## src/rtl/bcd_pkg.sv

```systemverilog
// Shared types and digit helpers for the sequential binary-to-BCD converter.
package bcd_pkg;

  localparam int unsigned DIGIT_W = 4;

  typedef enum logic [1:0] {
    IDLE,
    SHIFT,
    DONE
  } b2b_state_t;

  // Double-dabble correction applied before each shift.
  function automatic logic [DIGIT_W-1:0] add3_if_ge5(input logic [DIGIT_W-1:0] d);
    return (d >= DIGIT_W'(5)) ? d + DIGIT_W'(3) : d;
  endfunction

  function automatic logic [DIGIT_W-1:0] ex3_of(input logic [DIGIT_W-1:0] d);
    return d + DIGIT_W'(3);
  endfunction

endpackage

```

## src/rtl/bcd_digit_adj.sv

```systemverilog
// One BCD digit of the double-dabble correction: add 3 when the digit is 5 or more.
module bcd_digit_adj
  import bcd_pkg::*;
(
  input  logic [DIGIT_W-1:0] digit,
  output logic [DIGIT_W-1:0] adj_c
);

  assign adj_c = add3_if_ge5(digit);

endmodule

```

## src/rtl/bin2bcd_seq.sv

```systemverilog
// Sequential shift-and-add-3 binary-to-BCD converter with valid/ready on both sides.
// Define BIN2BCD_EX3_OUT_EN to emit each result digit as Excess-3 instead of 8421 BCD.
module bin2bcd_seq
  import bcd_pkg::*;
#(
  parameter int unsigned BIN_W  = 8,
  parameter int unsigned DIGITS = 3
) (
  input  logic                      clk,
  input  logic                      rst,
  input  logic                      in_valid,
  output logic                      in_ready,
  input  logic [BIN_W-1:0]          in_bin,
  output logic                      out_valid,
  input  logic                      out_ready,
  output logic [DIGIT_W*DIGITS-1:0] out_bcd,
  output logic                      busy
);

  localparam int unsigned BCD_W = DIGIT_W * DIGITS;
  localparam int unsigned SR_W  = BCD_W + BIN_W;
  localparam int unsigned CNT_W = $clog2(BIN_W + 1);

  // The largest binary operand must fit in the available decimal digits.
  if ((64'(10) ** DIGITS) <= ((64'(1) << BIN_W) - 64'(1))) begin : g_param_check
    $error("bin2bcd_seq: DIGITS=%0d too small for BIN_W=%0d", DIGITS, BIN_W);
  end

  b2b_state_t         state;
  logic [BIN_W-1:0]   bin_sr;
  logic [BCD_W-1:0]   bcd_sr;
  logic [CNT_W-1:0]   cnt;
  logic [BCD_W-1:0]   adj_c;
  logic [SR_W-1:0]    shift_c;
  logic [BCD_W-1:0]   result_c;

  for (genvar g = 0; g < int'(DIGITS); g++) begin : g_digit
    bcd_digit_adj u_adj (
      .digit (bcd_sr[g*DIGIT_W +: DIGIT_W]),
      .adj_c (adj_c[g*DIGIT_W +: DIGIT_W])
    );
  end

  // Corrected digits and remaining binary shift left as one register; binary MSB enters units LSB.
  assign shift_c = {adj_c, bin_sr} << 1;

  always_comb begin
    result_c = shift_c[SR_W-1 -: BCD_W];
`ifdef BIN2BCD_EX3_OUT_EN
    for (int i = 0; i < int'(DIGITS); i++) begin
      result_c[i*DIGIT_W +: DIGIT_W] = ex3_of(shift_c[BIN_W + i*DIGIT_W +: DIGIT_W]);
    end
`endif
  end

  always_ff @(posedge clk) begin
    if (rst) begin
      state     <= IDLE;
      bin_sr    <= '0;
      bcd_sr    <= '0;
      cnt       <= '0;
      out_valid <= 1'b0;
      out_bcd   <= '0;
      busy      <= 1'b0;
      in_ready  <= 1'b1;
    end else begin
      case (state)
        IDLE: begin
          if (in_valid && in_ready) begin
            bin_sr   <= in_bin;
            bcd_sr   <= '0;
            cnt      <= '0;
            state    <= SHIFT;
            in_ready <= 1'b0;
            busy     <= 1'b1;
          end
        end
        SHIFT: begin
          {bcd_sr, bin_sr} <= shift_c;
          cnt              <= cnt + CNT_W'(1);
          if (cnt == CNT_W'(BIN_W - 1)) begin
            state     <= DONE;
            busy      <= 1'b0;
            out_valid <= 1'b1;
            out_bcd   <= result_c;
          end
        end
        DONE: begin
          // Result is held until downstream takes it.
          if (out_ready) begin
            state     <= IDLE;
            out_valid <= 1'b0;
            in_ready  <= 1'b1;
          end
        end
        default: begin
          state     <= IDLE;
          out_valid <= 1'b0;
          busy      <= 1'b0;
          in_ready  <= 1'b1;
        end
      endcase
    end
  end

endmodule

```

## config.mk

```make
export PLATFORM = sky130hd
export DESIGN_NAME = bin2bcd_seq
export DESIGN_NICKNAME = d
export VERILOG_FILES = /design/src/rtl/bcd_pkg.sv /design/src/rtl/bcd_digit_adj.sv /design/src/rtl/bin2bcd_seq.sv
export SDC_FILE = /design/constraint.sdc
export NUM_CORES = 1
export LEC_CHECK = 0
export CAP_MARGIN = 20
export CORE_ASPECT_RATIO = 1.25
export CORE_MARGIN = 2
export CORE_UTILIZATION = 30
export CTS_BUF_LIST = sky130_fd_sc_hd__clkbuf_16
export DETAILED_ROUTE_END_ITERATION = 10
export GPL_TIMING_DRIVEN = 0
export PLACE_DENSITY = 0.53
export SKIP_LAST_GASP = 1
export SYNTH_ARGS = -nofsm -noshare
export SYNTH_HDL_FRONTEND = slang
export SYNTH_SLANG_ARGS = --single-unit
```

## constraint.sdc

```tcl
create_clock -name clk -period 1.5 [get_ports clk]
set_input_delay 0.15 -clock clk [delete_from_list [all_inputs] [get_ports clk]]
set_output_delay 0.15 -clock clk [all_outputs]
set_load 0.02 [all_outputs]
```

==> metrics.md, run 1 <==
| Metric | Value |
|---|---|
| Status | `finished, final reports clean` |
| Worst-margin pin slew | `0.530 ns` |
| CTS sink count | `41` |
| Fraction of registers with async set/reset | `0` |
| Fin. max-slew vios | `0` |
| DRC violations left | `0` |
| CP endpoint | `out_bcd[10]$_SDFFE_PP0P_` |
| Total GRT Usage | `0.132` |
| Max Clock Freq | `693 MHz` |
| # Max-Cap Violations | `0` |
| Final Cycle Share | `0.962` |
| Core area | `0.00613 mm²` |
| Drt initial violations | `85` |
| RR Endpoint | `out_bcd[10]$_SDFFE_PP0P_` |
| Setup crit start kind | `flip-flop` |
| CTS hold repair buffers | `0` |
| Cell with the most instances after synthesis | `dfxtp_1` |
| Layout Area Growth over Synthesis | `36.4%` |
| Distinct cells, synth | `38` |
| Post-synth top area cell | `dfxtp_1` |
| Row count | `32` |
| Critical path arrival | `1.65 ns` |
| Post-synth top flop | `dfxtp_1` |
| Max VDD drop | `0.600 mV` |
| PortBufs | `26` |
| Root buffer cell | `clkbuf_16` |
| Crit end category | `flip-flop` |
| Synthesized area per cell | `8.94 µm²` |
| Post-synthesis sequential area ratio | `0.437` |
| Cts bufs inserted | `5` |
| Final WL | `4.54 mm` |
| Vias in the first global route | `1,477` |
| Yosys reg bits | `41` |
| Post-place setup slack | `-0.426 ns` |
| Nets | `272` |
| PD cells | `942 mW/mm²` |
| Cells on worst reg2reg path | `6` |
| Hold WS | `0.444 ns` |
| Final Setup Violations | `0` |
| Drt first pass iters | `4` |
| Antenna cells | `0` |
| Die Y | `92.5 µm` |
| Critical path required time | `1.70 ns` |
| Routability cong. | `0.728` |
| First-pass GRT wire length | `7.04 mm` |
| Critical path class | `reg2reg` |
| Via count | `1,638` |
| Antenna Nets Post-Route | `0` |
| Die area | `0.00691 mm²` |
| Largest net degree at the start of global routing | `12` |
| Clock-pin slew on the worst setup and hold paths | `0.06 ns` |
| Reg-to-reg slack, setup | `0.06 ns` |
| CTS max path bufs | `2` |
| CTS tree | `yes` |
| Hold Path Class | `in2reg` |
| Syn Inst Count | `210` |
| Die Width | `74.8 µm` |
| Initial Util | `0.307` |
| Top post-synthesis cells by area | `dfxtp_1 44%, a21oi_1 4.8%, nor2_1 4.8%` |
| GR Overflow Total | `0` |
| Clk_lat worst skew | `0.28 ns` |
| Final WS setup | `0.0574 ns` |
| Synthesized net count | `229` |
| P_leak | `0.000895 µW` |
| Commonest cells in the netlist | `41 x dfxtp_1, 24 x nor2_1, 18 x a21oi_1` |
| Mapped cell area | `0.00188 mm²` |
| WL/cell | `13.4 µm` |
| Post-Route Skew | `0.00670 ns` |
| Yosys warning total | `0` |
| Fin crit period | `1.44 ns` |
| Hold depth | `3` |
| Routed vias/inst | `4.85` |
| FF-to-FF Start | `bcd_sr[9]$_SDFFE_PP0P_` |
| Dpl hpwl | `3.01 mm` |
| Hold Vio Cnt, Final | `0` |
| Antenna violations before repair | `0` |
| Share of layout cells above drive strength 1 | `0.213` |
| Yosys top cell area share | `0.437` |
| RSZ-0062 raised after global routing | `true` |
| Post-synth EDFFs | `0` |
| Worst Setup SP | `bcd_sr[9]$_SDFFE_PP0P_` |
| Slew HR | `0.647` |
| I/O pin count | `27` |
| H-tree levels | `2` |
| Power Total | `2410 µW` |
| Critical Path Fanout Max | `4` |
what timing repair did:
| action | 4_1_cts | 5_1_grt |
|---|---|---|
| hold endpoints to repair | 0 | 0 |
| buffers inserted | 5 | 6 |
| gates resized for setup | 13 | 20 |
| pin swaps | 2 | 6 |
| setup endpoints to repair | 29 | 23 |
how the worst min path moves through the flow:
| stage | start | endpoint | slack [ns] |
|---|---|---|---|
| finish | in_bin[2] | bin_sr[2]$_SDFFE_PP0P_ | 0.44 |
| CTS | in_bin[2] | bin_sr[2]$_SDFFE_PP0P_ | 0.44 |
| global route | in_bin[2] | bin_sr[2]$_SDFFE_PP0P_ | 0.46 |
| floorplan | in_bin[0] | bin_sr[0]$_SDFFE_PP0P_ | 0.30 |
| global placement | bin_sr[5]$_SDFFE_PP0P_ | bin_sr[6]$_SDFFE_PP0P_ | 0.47 |
| detailed placement | bin_sr[5]$_SDFFE_PP0P_ | bin_sr[6]$_SDFFE_PP0P_ | 0.47 |
worst max-delay path, stage by stage, from the launching register on:
cell and delay (ns):
dfxtp_1 0.30, inv_1 0.08, ha_1 0.19, nand2b_1 0.15
a21oi_2 0.15, mux2_2 0.37, o22ai_2 0.13
cell usage in the layout (no fill, tap or decap), types with 6 or more instances in the layout:
cell type         n
dfxtp_1          38
clkdlybuf4s50_1  26
nor2_1           24
a21oi_1          15
buf_4            14
nand2_1          14
nand2b_1         10
o32ai_1           8
a311oi_1          7
o21ai_0           7
nor3_1            6
nor3b_1           6
a211oi_1          6
cell families after synthesis:
| logic type | count (synthesis) | synth area share |
|---|---|---|
| flops | 41 | 0.437 |
| mux | 4 | 0.0233 |
| xor+xnor | 3 | 0.0140 |
| buf+inv | 23 | 0.0613 |
| compound gates | 59 | 0.219 |
| simple gates | 73 | 0.199 |
| fa+ha+maj | 7 | 0.0466 |
sequential cells by signal (all words and copies together), names as in the netlist:
register   count
cnt            4
bin_sr         8
out_bcd       12
state          2
in_ready       1
busy           1
bcd_sr        12
out_valid      1
power by group:
| part | switching (µW) | internal [µW] | total (µW) | leakage (µW) |
|---|---|---|---|---|
| logic | 147 | 120 | 266 | 0.000491 |
| registers | 30.0 | 1130 | 1160 | 0.000335 |
| clock network | 393 | 595 | 988 | 0.0000685 |
| total | 570 | 1840 | 2410 | 0.000895 |
layout make-up:
cell class,instances,area (µm²)
Sequential cell,41,830
Clock buffer,5,125
Inverter,9,33.8
Timing Repair Buffer,37,343
Buffer,13,90.1
Fill cell,622,3560
Tap cell,85,106
Multi-Input combinational cell,146,1030
Clock inverter,2,7.51
layer usage:
layer  global-route usage  routed length (µm)  up-vias
li1                     -                   -      838
met1                0.169                2120      776
met2                0.213                2270       20
met3               0.0348                 115        4
met4               0.0446                  40        0
met5                    0                   0        -
through the flow:
step / util / cell area (µm²) / setup TNS (ns) / instances
floorplan: - / 1880 / 0 / 210
global placement: 0.366 / 2240 / -8.11 / 321
detailed placement: 0.366 / 2240 / -8.24 / 321
CTS: 0.401 / 2450 / 0 / 333
global route: 0.418 / 2560 / -0.162 / 338
finish: 0.418 / 2560 / 0 / 338
Power figures use the tool's default switching activity.
==> run 2: changes to the inputs <==
- CORE_MARGIN: 2 -> unset
- REMOVE_ABC_BUFFERS: unset -> 1
==> run 2 against run 1 <==
  * Clock skew is 0.0023 ns lower
  * Highest routed layer unchanged
  * Flip-flop and latch count stayed put
  * Largest power group unchanged
  * Wire length decreased by 6.0%
==> metrics.md, run 2 (synthesis results as in run 1) <==
| Metric | Value |
|---|---|
| Routability cong. | `0.726 (-0.36%)` |
| Critical-path top delay cell | `clkdlybuf4s50_1` |
| Critical Path Fanout Max | `5 (+1)` |
| P_leak | `0.000832 µW (-7.0%)` |
| Cts bufs inserted | `5 (unchanged)` |
| Share of layout cells above drive strength 1 | `0.198 (-0.0151)` |
| Hold Vio Cnt, Final | `0 (unchanged)` |
| Worst-margin pin slew | `0.753 ns (+0.223 ns)` |
| Layout Area Growth over Synthesis | `32.4%` |
| # Max-Cap Violations | `0 (unchanged)` |
| PortBufs | `26 (unchanged)` |
| First-pass GRT wire length | `7.08 mm (+0.58%)` |
| Status | `finished, final reports clean` |
| Clock-pin slew on the worst setup and hold paths | `0.06 ns (about the same)` |
| GR Overflow Total | `0 (unchanged)` |
| Routed vias/inst | `4.97 (+2.5%)` |
| CTS max path bufs | `2 (unchanged)` |
| Final Setup Violations | `0 (unchanged)` |
| Layout fillers | `620 (-0.32%)` |
| Clk_lat worst skew | `0.28 ns (about the same)` |
| Fin. max-slew vios | `0 (unchanged)` |
| Most frequent cells in the layout | `35 x dfxtp_1, 25 x clkdlybuf4s50_1, 24 x nor2_1` |
| CTS sink count | `41 (unchanged)` |
| Vias in the first global route | `1,576 (+6.7%)` |
| Via count | `1,584 (-3.3%)` |
| Commonest non-fill, non-tap cell in the layout | `dfxtp_1` |
| RSZ-0062 raised after global routing | `true` |
| Crit-path max cell delay | `0.63 ns (+0.26 ns)` |
| Post-place setup slack | `-0.732 ns (-0.306 ns)` |
| CTS tree | `yes` |
| Layout Cells excl Fill | `319 (-5.6%)` |
| Antenna violations before repair | `0 (unchanged)` |
| Top delay family on crit path | `buffers and inverters` |
| Cell Area, Placed | `0.00215 mm² (-4.0%)` |
| Antenna Nets Post-Route | `0 (unchanged)` |
| CP Buf/Inv Count | `1 (unchanged)` |
| Post-Route Skew | `0.00437 ns (-0.00234 ns)` |
| Fin crit period | `1.47 ns (+0.0246 ns)` |
| Critical path required time | `1.35 ns (-0.35 ns)` |
| Largest registers | `bcd_sr x12, out_bcd x12, bin_sr x8` |
| Final Cycle Share | `0.978 (+0.0164)` |
| Setup crit start kind | `flip-flop` |
| Max Clock Freq | `682 MHz (-1.7%)` |
| Critical path class | `reg2out` |
| DRC violations left | `0 (unchanged)` |
| Antenna cells | `0 (unchanged)` |
| Critical path arrival | `1.32 ns (-0.33 ns)` |
| Total GRT Usage | `0.139 (+0.00633)` |
| H-tree levels | `2 (unchanged)` |
| Post-route cell area | `0.00249 mm² (-2.9%)` |
| Die Y | `90.5 µm (-2.2%)` |
| Core area | `0.00593 mm² (-3.1%)` |
| Dpl hpwl | `2.60 mm (-13%)` |
| Slew HR | `0.498 (-0.149)` |
| Root buffer cell | `clkbuf_16` |
| Chain of cells forming the critical path | `clkdlybuf4s50_1` |
| Final WS setup | `0.0328 ns (-0.0246 ns)` |
| Post-Route Setup TNS | `0 ns (unchanged)` |
| CTS hold repair buffers | `0 (unchanged)` |
| Nets | `256 (-5.9%)` |
| Drt first pass iters | `4 (unchanged)` |
| Die Width | `72.8 µm (-2.7%)` |
| Max VDD drop | `0.498 mV (-17%)` |
| PD cells | `974 mW/mm² (+3.5%)` |
| Drt initial violations | `48 (-44%)` |
| Initial Util | `0.316 (+0.00989)` |
| Crit end category | `primary output` |
| Row count | `31 (-3.1%)` |
| WL/cell | `13.4 µm (-0.40%)` |
| Final WL | `4.27 mm (-6.0%)` |
| Hold Path Class | `in2reg` |
| Placed Cells | `304 (-5.3%)` |
| Largest net degree at the start of global routing | `44 (+32)` |
| I/O pin count | `27 (unchanged)` |
| Die area | `0.00658 mm² (-4.8%)` |
-- run 2: cell types whose count changed in the layout (fill, tap and decap cells not counted), sizes merged --
cell,change
buf,-13
nor2,+1
clkbuf,-3
clkdlybuf4s50,-1
-- run 2: worst reg2reg max path: cells and delay by family (launching register included) --
kind | cells | cell delay (ns)
and+or+nand+nor | 1 | 0.14
AOI/OAI and AO/OA | 2 | 0.33
adders and majority gates | 1 | 0.18
DFF | 1 | 0.33
buffers and inverters | 1 | 0.06
muxes | 1 | 0.34
-- run 2: power breakdown --
part	leakage, µW	switching [µW]	total [µW]	internal (µW)
clock network	0.0000685	402	996	595
registers	0.000336	31.5	1160	1130
logic	0.000428	146	266	120
total	0.000832	579	2420	1840
-- run 2: through the flow --
step,hold WS (ns),total power (µW),utilization
final,0.423,2420,0.419
after global routing,0.463,2530,0.419
after CTS,0.433,2430,0.408
after detailed placement,0.469,1400,0.363
after global placement,0.467,1400,0.364
after floorplan,0.219,1300,-
-- run 2: area by class of cell --
type	count	area, µm²	area share
Tap cell	82	103	0.0413
Timing Repair Buffer	33	345	0.139
Inverter	9	33.8	0.0136
Clock inverter	2	7.51	0.00302
Multi-Input combinational cell	147	1040	0.420
Clock buffer	5	125	0.0503
Sequential cell	41	828	0.333
-- run 2: final timing paths --
check                                       startpoint                 endpoint  slack (ns)  cells past startpoint
worst max register to register  bcd_sr[5]$_SDFFE_PP0P_  out_bcd[6]$_SDFFE_PP0P_        0.06                      6
worst max-delay path             in_ready$_SDFFE_PP1P_                 in_ready        0.03                      1
worst min register to register  bin_sr[1]$_SDFFE_PP0P_   bin_sr[2]$_SDFFE_PP0P_        0.48                      2
worst min-delay path                               rst  out_bcd[0]$_SDFFE_PP0P_        0.42                      2
-- run 2: timing repair --
item	4_1_cts	5_1_grt
buffers inserted	6	1
cloned	0	1
pin swaps	5	6
setup endpoints to repair	35	28
resized for setup	14	17
-- run 2: routing by layer --
metal  GRT usage  wire length (µm)  up-vias
met5           0                 0        -
met4      0.0490                65        0
met3      0.0368               151        6
met2       0.242              2120       27
met1       0.159              1930      747
li1            -                 -      804
